===== src/rtl/var_delay_mem_pkg.sv =====
// Shared types and constant helpers for the runtime-programmable delay line.
package var_delay_pkg;

  typedef enum logic [1:0] {IDLE, FILL, RUN} state_e;

  function automatic int ptr_w(input int max_len);
    return (max_len < 2) ? 1 : $clog2(max_len);
  endfunction

  function automatic int len_w(input int max_len);
    return $clog2(max_len + 1);
  endfunction

  function automatic int clamp_delay(input int d, input int max_len);
    if (d < 1) return 1;
    if (d > max_len) return max_len;
    return d;
  endfunction

endpackage


===== src/rtl/var_delay_mem_if.sv =====
// Sample stream and delay control bundle for var_delay_mem.
interface var_delay_mem_if
  import var_delay_pkg::*;
#(
  parameter int DW      = 8,
  parameter int MAX_LEN = 64
);
  localparam int LW = len_w(MAX_LEN);

  logic          en;
  logic          load;
  logic [LW-1:0] delay;
  logic [DW-1:0] din;
  logic [DW-1:0] dout;
  logic          valid;
  logic          filling;

  modport master (output en, load, delay, din, input dout, valid, filling);
  modport slave  (input en, load, delay, din, output dout, valid, filling);
endinterface


===== src/rtl/var_delay_mem_ram.sv =====
// Simple dual-port register file: synchronous write, asynchronous read.
module SdpRamRf #(
  parameter int DW    = 8,
  parameter int DEPTH = 64,
  parameter int AW    = 6
) (
  input  logic          clk,
  input  logic          we_i,
  input  logic [AW-1:0] waddr_i,
  input  logic [DW-1:0] wdata_i,
  input  logic [AW-1:0] raddr_i,
  output logic [DW-1:0] rdata_o
);
  logic [DW-1:0] mem_q [DEPTH];

  always_ff @(posedge clk) begin
    if (we_i) mem_q[waddr_i] <= wdata_i;
  end

  assign rdata_o = mem_q[raddr_i];
endmodule


===== src/rtl/var_delay_mem.sv =====
// Circular-buffer delay line with a runtime delay and a fill-tracking FSM.
module var_delay_mem
  import var_delay_pkg::*;
#(
  parameter int DW      = 8,
  parameter int MAX_LEN = 64
) (
  input logic             clk,
  input logic             rst_n,
  var_delay_mem_if.slave  bus
);
  localparam int PW = ptr_w(MAX_LEN);
  localparam int LW = len_w(MAX_LEN);

  state_e        state_q, state_d;
  logic [LW-1:0] cur_d_q, cur_d_d;
  logic [PW-1:0] wptr_q, wptr_d;
  logic [LW-1:0] fcnt_q, fcnt_d;
  logic [DW-1:0] dout_q, dout_d;
  logic          valid_q, valid_d;

  logic [LW-1:0] d_new, d_eff, dm1, n_cur;
  logic          hit;
  logic [PW-1:0] raddr;
  logic [DW-1:0] rdata;
  int            ra;

  // A load applies to the coinciding strobe, so it sees the new delay and n=0.
  always_comb begin
    d_new = LW'(clamp_delay(int'(bus.delay), MAX_LEN));
    d_eff = bus.load ? d_new : cur_d_q;
    dm1   = d_eff - LW'(1);
    n_cur = bus.load ? '0 : fcnt_q;
    hit   = (n_cur >= dm1);
    ra    = int'(wptr_q) - int'(dm1);
    if (ra < 0) ra = ra + MAX_LEN;
    raddr = PW'(ra);
  end

  SdpRamRf #(.DW(DW), .DEPTH(MAX_LEN), .AW(PW)) u_ram (
    .clk     (clk),
    .we_i    (bus.en),
    .waddr_i (wptr_q),
    .wdata_i (bus.din),
    .raddr_i (raddr),
    .rdata_o (rdata)
  );

  always_comb begin
    cur_d_d = bus.load ? d_new : cur_d_q;
    wptr_d  = wptr_q;
    fcnt_d  = fcnt_q;
    dout_d  = dout_q;
    valid_d = valid_q;
    if (bus.en) begin
      wptr_d  = (wptr_q == PW'(MAX_LEN - 1)) ? '0 : wptr_q + PW'(1);
      fcnt_d  = (n_cur == LW'(MAX_LEN)) ? n_cur : n_cur + LW'(1);
      valid_d = hit;
      // D=1 bypasses the RAM; otherwise take the pre-write read data.
      if (!hit)                   dout_d = '0;
      else if (d_eff == LW'(1))   dout_d = bus.din;
      else                        dout_d = rdata;
    end else if (bus.load) begin
      fcnt_d  = '0;
      valid_d = 1'b0;
      dout_d  = '0;
    end
  end

  always_ff @(posedge clk or negedge rst_n) begin
    if (!rst_n) begin
      cur_d_q <= LW'(1);
      wptr_q  <= '0;
      fcnt_q  <= '0;
      dout_q  <= '0;
      valid_q <= 1'b0;
    end else begin
      cur_d_q <= cur_d_d;
      wptr_q  <= wptr_d;
      fcnt_q  <= fcnt_d;
      dout_q  <= dout_d;
      valid_q <= valid_d;
    end
  end

  always_ff @(posedge clk or negedge rst_n) begin
    if (!rst_n) state_q <= IDLE;
    else        state_q <= state_d;
  end

  always_comb begin
    state_d = state_q;
    unique case (state_q)
      IDLE: if (bus.en || bus.load) state_d = FILL;
      FILL: if (bus.en && hit)      state_d = RUN;
      RUN:  if (bus.load)           state_d = (bus.en && hit) ? RUN : FILL;
      default:                      state_d = IDLE;
    endcase
  end

  always_comb begin
    bus.filling = (state_q == FILL);
    bus.dout    = dout_q;
    bus.valid   = valid_q;
  end
endmodule

===== src/flat_wrapper.sv =====
// flat-port wrapper written by rule: the top's interface ports become plain ports
module var_delay_mem_flat import var_delay_pkg::*;
#(
  parameter int DW      = 8,
  parameter int MAX_LEN = 64
)
  (clk, rst_n, bus_en, bus_load, bus_delay, bus_din, bus_dout, bus_valid, bus_filling);
  var_delay_mem_if #(.DW(DW), .MAX_LEN(MAX_LEN)) bus_i ();
  input logic clk;
  input logic rst_n;
  input wire logic [$bits(bus_i.en)-1:0] bus_en;
  input wire logic [$bits(bus_i.load)-1:0] bus_load;
  input wire logic [$bits(bus_i.delay)-1:0] bus_delay;
  input wire logic [$bits(bus_i.din)-1:0] bus_din;
  output wire logic [$bits(bus_i.dout)-1:0] bus_dout;
  output wire logic [$bits(bus_i.valid)-1:0] bus_valid;
  output wire logic [$bits(bus_i.filling)-1:0] bus_filling;
  assign bus_i.en = bus_en;
  assign bus_i.load = bus_load;
  assign bus_i.delay = bus_delay;
  assign bus_i.din = bus_din;
  assign bus_dout = bus_i.dout;
  assign bus_valid = bus_i.valid;
  assign bus_filling = bus_i.filling;
  var_delay_mem #(.DW(DW), .MAX_LEN(MAX_LEN)) u_core (.clk(clk), .rst_n(rst_n), .bus(bus_i));
endmodule

===== config.mk =====
export PLATFORM = sky130hd
export DESIGN_NAME = var_delay_mem_flat
export DESIGN_NICKNAME = d
export VERILOG_FILES = /design/src/rtl/var_delay_mem_pkg.sv /design/src/rtl/var_delay_mem_if.sv /design/src/rtl/var_delay_mem_ram.sv /design/src/rtl/var_delay_mem.sv /design/src/flat_wrapper.sv
export SDC_FILE = /design/constraint.sdc
export NUM_CORES = 1
export LEC_CHECK = 0
export ABC_AREA = 1
export BUFFER_PORTS_ARGS = -buffer_cell sky130_fd_sc_hd__buf_2
export CORE_MARGIN = 4
export CORE_UTILIZATION = 60
export DETAILED_ROUTE_END_ITERATION = 6
export PLACE_DENSITY = 0.76
export SLEW_MARGIN = 10
export SYNTH_ARGS = -nofsm -noshare
export SYNTH_HDL_FRONTEND = slang
export SYNTH_HIERARCHICAL = 1
export SYNTH_SLANG_ARGS = --single-unit

===== constraint.sdc =====
create_clock -name clk -period 3.3 [get_ports clk]
set_input_delay 0.495 -clock clk [delete_from_list [all_inputs] [get_ports clk]]
set_output_delay 0.495 -clock clk [all_outputs]
set_load 0.01 [all_outputs]

==> flow_metrics.env, run 1 <==
export IMPL_dieHeight_um=204.9
export IMPL_clkTransAtPathRegs_ns=0.07
export IMPL_grt_util_all_layers=0.2917
export IMPL_final_common_cell="nand2_1"
export IMPL_hold_end="u_core/wptr_q[1]$_DFFE_PN0P_"
export IMPL_skew_ns=0.03385
export IMPL_fp_dieW_um=204.9
export IMPL_ys_seq_elements=543
export IMPL_crit_path_start_kind="flop"
export IMPL_drt_wl_total_um=63260
export IMPL_outcome="finished, final reports clean"
export IMPL_synth_area_um2=23250
export IMPL_p_per_area_nw_per_um2=946.3
export IMPL_period_minus_slack_ns=3.271
export IMPL_syn_nets=2103
export IMPL_final_layout_size_suffix_gt1_frac=0.1736
export IMPL_r2r_setup_slack_ns=0.03
export IMPL_coreArea_um2=37930
export IMPL_cts_htree_levels=2
export IMPL_worst_pin_slew_ns=1.094
export IMPL_syn_avg_cell_area_um2=11.23
export IMPL_slew_headroom=0.2710
export IMPL_die_area_um2=41960
export IMPL_synthCells=2071
export IMPL_grt_pass1_wl_um=92880
export IMPL_clock_latency_ns=0.62
export IMPL_viasPerCell=6.070
export IMPL_nets=2253
export IMPL_hpwl_um=37630
export IMPL_num_antenna_cells=0
export IMPL_root_buffer="clkbuf_16"
export IMPL_antenna_found_initial=1
export IMPL_io_buffers=28
export IMPL_worstHoldPathCells=3
export IMPL_synth_async_sr_flop_share=0.05709
export IMPL_rows=71
export IMPL_ios=29
export IMPL_cts_tree="done"
export IMPL_clock_path_buffers=3
export IMPL_initial_utilization=0.6129
export IMPL_worstPathRequired_ns=3.80
export IMPL_critPathArrivalTime_ns=3.77
export IMPL_max_vdd_ir_drop_mv=0.6946
export IMPL_end_kind="flop"
export IMPL_num_vias=16840
export IMPL_drt_iter0_markers=2115
export IMPL_ys_seq_area_frac=0.6947
export IMPL_p_leak_nw=10.53
export IMPL_synth_flop_cell="edfxtp_1"
export IMPL_crit_path_max_fanout=9
export IMPL_tns_ns=0
export IMPL_min_delay_start="bus_en"
export IMPL_grt_overflow_total=0
export IMPL_rr_startpoint="u_core/cur_d_q[0]$_DFF_PN1_"
export IMPL_finalHoldViolCount=0
export IMPL_fin_crit_sh=0.9912
export IMPL_r2r_cells=21
export IMPL_grt_pass1_vias=16140
export IMPL_clock_sinks=543
export IMPL_setup_viol=0
export IMPL_max_freq_mhz=305.7
export IMPL_cap_violations=0
export IMPL_setup_worst_path_start="u_core/cur_d_q[0]$_DFF_PN1_"
export IMPL_gp_congestion=0.9415
export IMPL_finalPower_w=0.02588
export IMPL_final_antenna_net_count=0
export IMPL_firstDrtPassIters=7
export IMPL_routedWlPerCell_um=22.80
export IMPL_final_cell_mix="nand2_1, edfxtp_1, nand3_1"
export IMPL_synth_edff_count=512
export IMPL_crit_type="flop to flop"
export IMPL_cts_buffers=54
export IMPL_grt_max_degree=86
export IMPL_drc=0
export IMPL_slew_violations=0
export IMPL_hold_path_class="input port to flop"
export IMPL_syn2layout_area_growth_pct=17.62
export IMPL_ys_types=37
export IMPL_reg2reg_to="u_core/bus.dout[5]$_DFFE_PN0P_"
export IMPL_yosysWarningCount=6
cell families (layout without fill, tap and decap cells):
kind of cell	after synthesis	after routing	share of synthesized area
compound gates	36	36	0.008503
fa+ha+maj	13	13	0.007319
flops	543	543	0.6947
buf+inv	171	364	0.04521
simple gates	1296	1296	0.2397
xor+xnor	12	12	0.004521
layout make-up:
class                   count  area [µm²]
clock buffers              65        1414
clock inverters            34       364.1
fillers                  2513       10590
inverters                  53       219.0
multi-input cells        1357        6466
flip-flops and latches    543       16150
well taps                 511       639.4
repair buffers            211        2081
repair inverters            1       11.26
power by group:
part           switching (W)  internal [W]
combinational        0.00755       0.00424
sequential          0.000123       0.00779
clock                0.00258       0.00360
total                 0.0103        0.0156
metrics by stage:
stage	cell area [µm²]	std cells	util	setup slack, ns	hold WS [ns]
final	27350	2775	0.7209	0.02889	0.3330
after global routing	27350	2775	0.7209	-0.08227	0.3633
after CTS	26640	2761	0.7023	0.002856	0.2727
after detailed placement	24750	2657	0.6525	-0.4341	0.4914
after global placement	24750	2657	0.6525	-0.3416	0.4665
after floorplan	23250	2071	-	0.2690	0.1994
worst max-delay path, cell delays in order (launching register included):
cell and delay (ns):
dfstp_2 0.52, nor2_2 0.04, buf_4 0.14, nor2_4 0.13
nor2_4 0.05, nor2_4 0.10, fa_4 0.72, buf_12 0.19
inv_12 0.10, buf_12 0.14, buf_4 0.14, nand3_2 0.08
nand3_2 0.07, nand2_2 0.08, nand2_2 0.07, nand3_2 0.11
nand3_2 0.09, nand2_1 0.05, inv_1 0.05, nand2_1 0.07
o21ai_1 0.12, o21ai_1 0.10
Yosys cell counts, types with 2 or more instances:
cell	n	area (µm²)
nor2_2	4	25.02
nor3_1	3	15.01
buf_6	37	416.7
buf_4	15	112.6
xnor2_1	3	26.28
o21ai_1	18	90.09
nor4_1	9	56.30
nand4_1	12	75.07
edfxtp_1	512	15370
nand2_1	724	2718
dfrtp_1	30	750.7
nand2_2	10	62.56
a21oi_1	7	35.03
nand3_1	451	2257
buf_2	38	190.2
nor2_4	3	33.78
buf_8	2	30.03
nor2_1	77	289.0
buf_1	10	37.54
o21ai_2	2	17.52
o21ai_0	5	25.02
inv_1	47	176.4
inv_2	4	15.01
xor2_1	9	78.83
clkbuf_1	16	60.06
ha_1	12	150.1
routing by layer:
metal  global-route usage  vias up  routed length (µm)  share of wire
li1                     -     7503                   -              -
met1               0.3968     8078               22950           0.36
met2               0.4675     1079               30470           0.48
met3              0.05873      183                7181           0.11
met4               0.1206        0                2670          0.042
met5                    0        -                   0              0
how the worst max path moves through the flow:
stage                                     end  slack [ns]  cells after the start
6_report       u_core/bus.dout[5]$_DFFE_PN0P_        0.03                     21
5_1_grt        u_core/bus.dout[5]$_DFFE_PN0P_       -0.08                     21
4_1_cts        u_core/bus.dout[3]$_DFFE_PN0P_       0.003                     19
3_5_place_dp   u_core/bus.dout[3]$_DFFE_PN0P_       -0.43                     20
3_3_place_gp   u_core/bus.dout[3]$_DFFE_PN0P_       -0.34                     20
2_1_floorplan  u_core/bus.dout[2]$_DFFE_PN0P_        0.27                     25
flip-flops by register name, indices dropped and copies added, names as in the netlist:
name	cells
u_core/wptr_q	6
u_core/bus.dout	8
u_core/bus.valid	1
u_core/state_q	2
u_core/fcnt_q	7
u_core/u_ram/mem_q	512
u_core/cur_d_q	7
timing repair:
action,in CTS,in global routing
endpoints found under the hold margin,30,0
pin swaps,0,29
hold buffers,1,0
resized for setup,2,111
setup endpoints to repair,1,8
cloned,2,7
setup buffers,2,7
Note: power is estimated with default switching activity, not from simulation.
==> inputs of run 2 (changes only) <==
clock period = 3.4 ns   (was 3.3 ns; I/O delays follow)
==> run 2 against run 1 <==
Compared with the run above:
- clock-buffer cell count up 7
- first-iteration DRC count up 11%
- global-route usage down 0.68 points
- clock power down 2%
- core utilization down 1.7 points
- via count down 0.59%
- non-clock buffer count down 19
- critical path depth down 2
- setup slack worse by 0.012 ns
- combinational power down 15%
- die area unchanged
- final area down 2.4%
- critical path type unchanged
- highest routed layer unchanged
==> flow_metrics.env, run 2 (same netlist as run 1, synthesis figures left out) <==
export IMPL_outcome="finished, final reports clean"
export IMPL_crit_path_max_fanout=23
export IMPL_max_freq_mhz=295.6
export IMPL_routedWlPerCell_um=22.13
export IMPL_rows=71
export IMPL_slew_headroom=0.1934
export IMPL_dp_slack_ns=-0.3076
export IMPL_crit_type="flop to flop"
export IMPL_clkTransAtPathRegs_ns=0.06
export IMPL_endpoint="u_core/bus.dout[3]$_DFFE_PN0P_"
export IMPL_crit_path_start_kind="flop"
export IMPL_grt_pass1_wl_um=92000
export IMPL_antenna_found_initial=1
export IMPL_p_leak_nw=10.29
export IMPL_die_area_um2=41960
export IMPL_initial_utilization=0.6129
export IMPL_firstDrtPassIters=5
export IMPL_clock_sinks=543
export IMPL_drt_wl_total_um=60990
export IMPL_gp_congestion=0.8948
export IMPL_nets=2232
export IMPL_grt_util_all_layers=0.2849
export IMPL_critPathArrivalTime_ns=3.86
export IMPL_path_buf_inv=4
export IMPL_hold_path_class="input port to flop"
export IMPL_r2r_setup_slack_ns=0.02
export IMPL_final_antenna_net_count=0
export IMPL_critPathMaxStageDelay_ns=0.94
export IMPL_cts_htree_levels=2
export IMPL_num_antenna_cells=0
export IMPL_dieHeight_um=204.9
export IMPL_slew_violations=0
export IMPL_p_per_area_nw_per_um2=889.3
export IMPL_rsz0062_at_grt="true"
export IMPL_ios=29
export IMPL_clock_path_buffers=3
export IMPL_min_delay_start="bus_din[6]"
export IMPL_syn2layout_area_growth_pct=14.84
export IMPL_io_buffers=28
export IMPL_reg2reg_to="u_core/bus.dout[3]$_DFFE_PN0P_"
export IMPL_cp_top_family="simple AND/OR/NAND/NOR gates"
export IMPL_root_buffer="clkbuf_16"
export IMPL_fin_crit_sh=0.9949
export IMPL_finalHoldViolCount=0
export IMPL_worst_pin_slew_ns=1.210
export IMPL_hpwl_um=35790
export IMPL_cp_num_cells=19
export IMPL_coreArea_um2=37930
export IMPL_setup_worst_path_start="u_core/cur_d_q[0]$_DFF_PN1_"
export IMPL_fp_dieW_um=204.9
export IMPL_worstPathRequired_ns=3.88
export IMPL_max_vdd_ir_drop_mv=0.6043
export IMPL_setup_viol=0
export IMPL_worst_slack_ns=0.01724
export IMPL_grt_max_degree=69
export IMPL_clock_latency_ns=0.61
export IMPL_crit_slowest_cell="fa_4"
export IMPL_largest_reg_flops=512
export IMPL_cap_violations=0
export IMPL_drc=0
export IMPL_rr_startpoint="u_core/cur_d_q[0]$_DFF_PN1_"
export IMPL_regMostFlops="u_core/u_ram/mem_q"
export IMPL_cts_tree="done"
export IMPL_viasPerCell=6.075
export IMPL_drt_iter0_markers=2341
export IMPL_final_common_cell="nand2_1"
export IMPL_grt_overflow_total=0
export IMPL_r2r_cells=19
export IMPL_end_kind="flop"
export IMPL_final_layout_size_suffix_gt1_frac=0.1403
export IMPL_final_cell_mix="nand2_1, edfxtp_1, nand3_1"
export IMPL_period_minus_slack_ns=3.383
export IMPL_skew_ns=0.02615
export IMPL_cts_buffers=53
export IMPL_num_vias=16740
export IMPL_grt_pass1_vias=16270
export IMPL_hold_slack_ns=0.2558
export IMPL_path_cells="nor2_1 -> inv_1 -> nand2_2 -> a21oi_2 -> nor2_2 -> fa_4 -> buf_4 -> clkbuf_16 -> nand3_1 -> nand3_1 -> nand2_1 -> nand2_1 -> nand3_1 -> nand3_1 -> nand2_1 -> inv_1 -> nand2_1 -> o21ai_1 -> o21ai_1"
-- run 2: layout make-up --
cell class	instances	area [µm²]
Clock buffer	72	1468
Clock inverter	28	345.3
Fill cell	2528	11230
Inverter	53	219.0
Multi-Input combinational cell	1357	6120
Sequential cell	543	16150
Tap cell	511	639.4
Timing Repair Buffer	192	1758
-- run 2: worst min path at each step --
stage | endpoint | slack (ns) | depth (start not counted)
6_report | u_core/u_ram/mem_q[8][6]$_DFFE_PP_ | 0.26 | 1
4_1_cts | u_core/u_ram/mem_q[8][6]$_DFFE_PP_ | 0.26 | 1
3_3_place_gp | u_core/bus.valid$_DFFE_PN0P_ | 0.46 | 2
5_1_grt | u_core/u_ram/mem_q[9][6]$_DFFE_PP_ | 0.27 | 1
3_5_place_dp | u_core/bus.valid$_DFFE_PN0P_ | 0.46 | 2
2_1_floorplan | u_core/bus.dout[0]$_DFFE_PN0P_ | 0.21 | 0
-- run 2: routing by layer --
metal | GRT usage | vias up | wire [µm]
li1 | - | 7450 | -
met1 | 0.3896 | 8052 | 22660
met2 | 0.4516 | 1053 | 28760
met3 | 0.05952 | 189 | 6903
met4 | 0.1194 | 0 | 2662
met5 | 0 | - | 0
-- run 2: power breakdown --
| part | internal (W) | switching, W |
|---|---|---|
| clock network | 0.00357 | 0.00249 |
| logic | 0.00338 | 0.00661 |
| registers | 0.00756 | 0.000144 |
| total | 0.0145 | 0.00924 |
-- run 2: per-stage QoR --
step	setup TNS, ns	utilization	std cells	instance area (µm²)	power, W
floorplan	0	-	2071	23250	0.01349
global placement	-1.636	0.6510	2649	24690	0.01675
detailed placement	-2.046	0.6510	2649	24690	0.01689
CTS	0	0.6999	2751	26550	0.02303
global route	-0.5337	0.7039	2756	26700	0.02474
finish	0	0.7039	2756	26700	0.02374
-- run 2: repair_timing --
action / in CTS / in global routing
hold buffers: 1 / 0
pin swaps: 0 / 2
endpoints found under the setup margin: 1 / 8
gates cloned: 1 / 3
endpoints found under the hold margin: 3 / 0
setup buffers: 0 / 2
gates resized for setup: 0 / 15
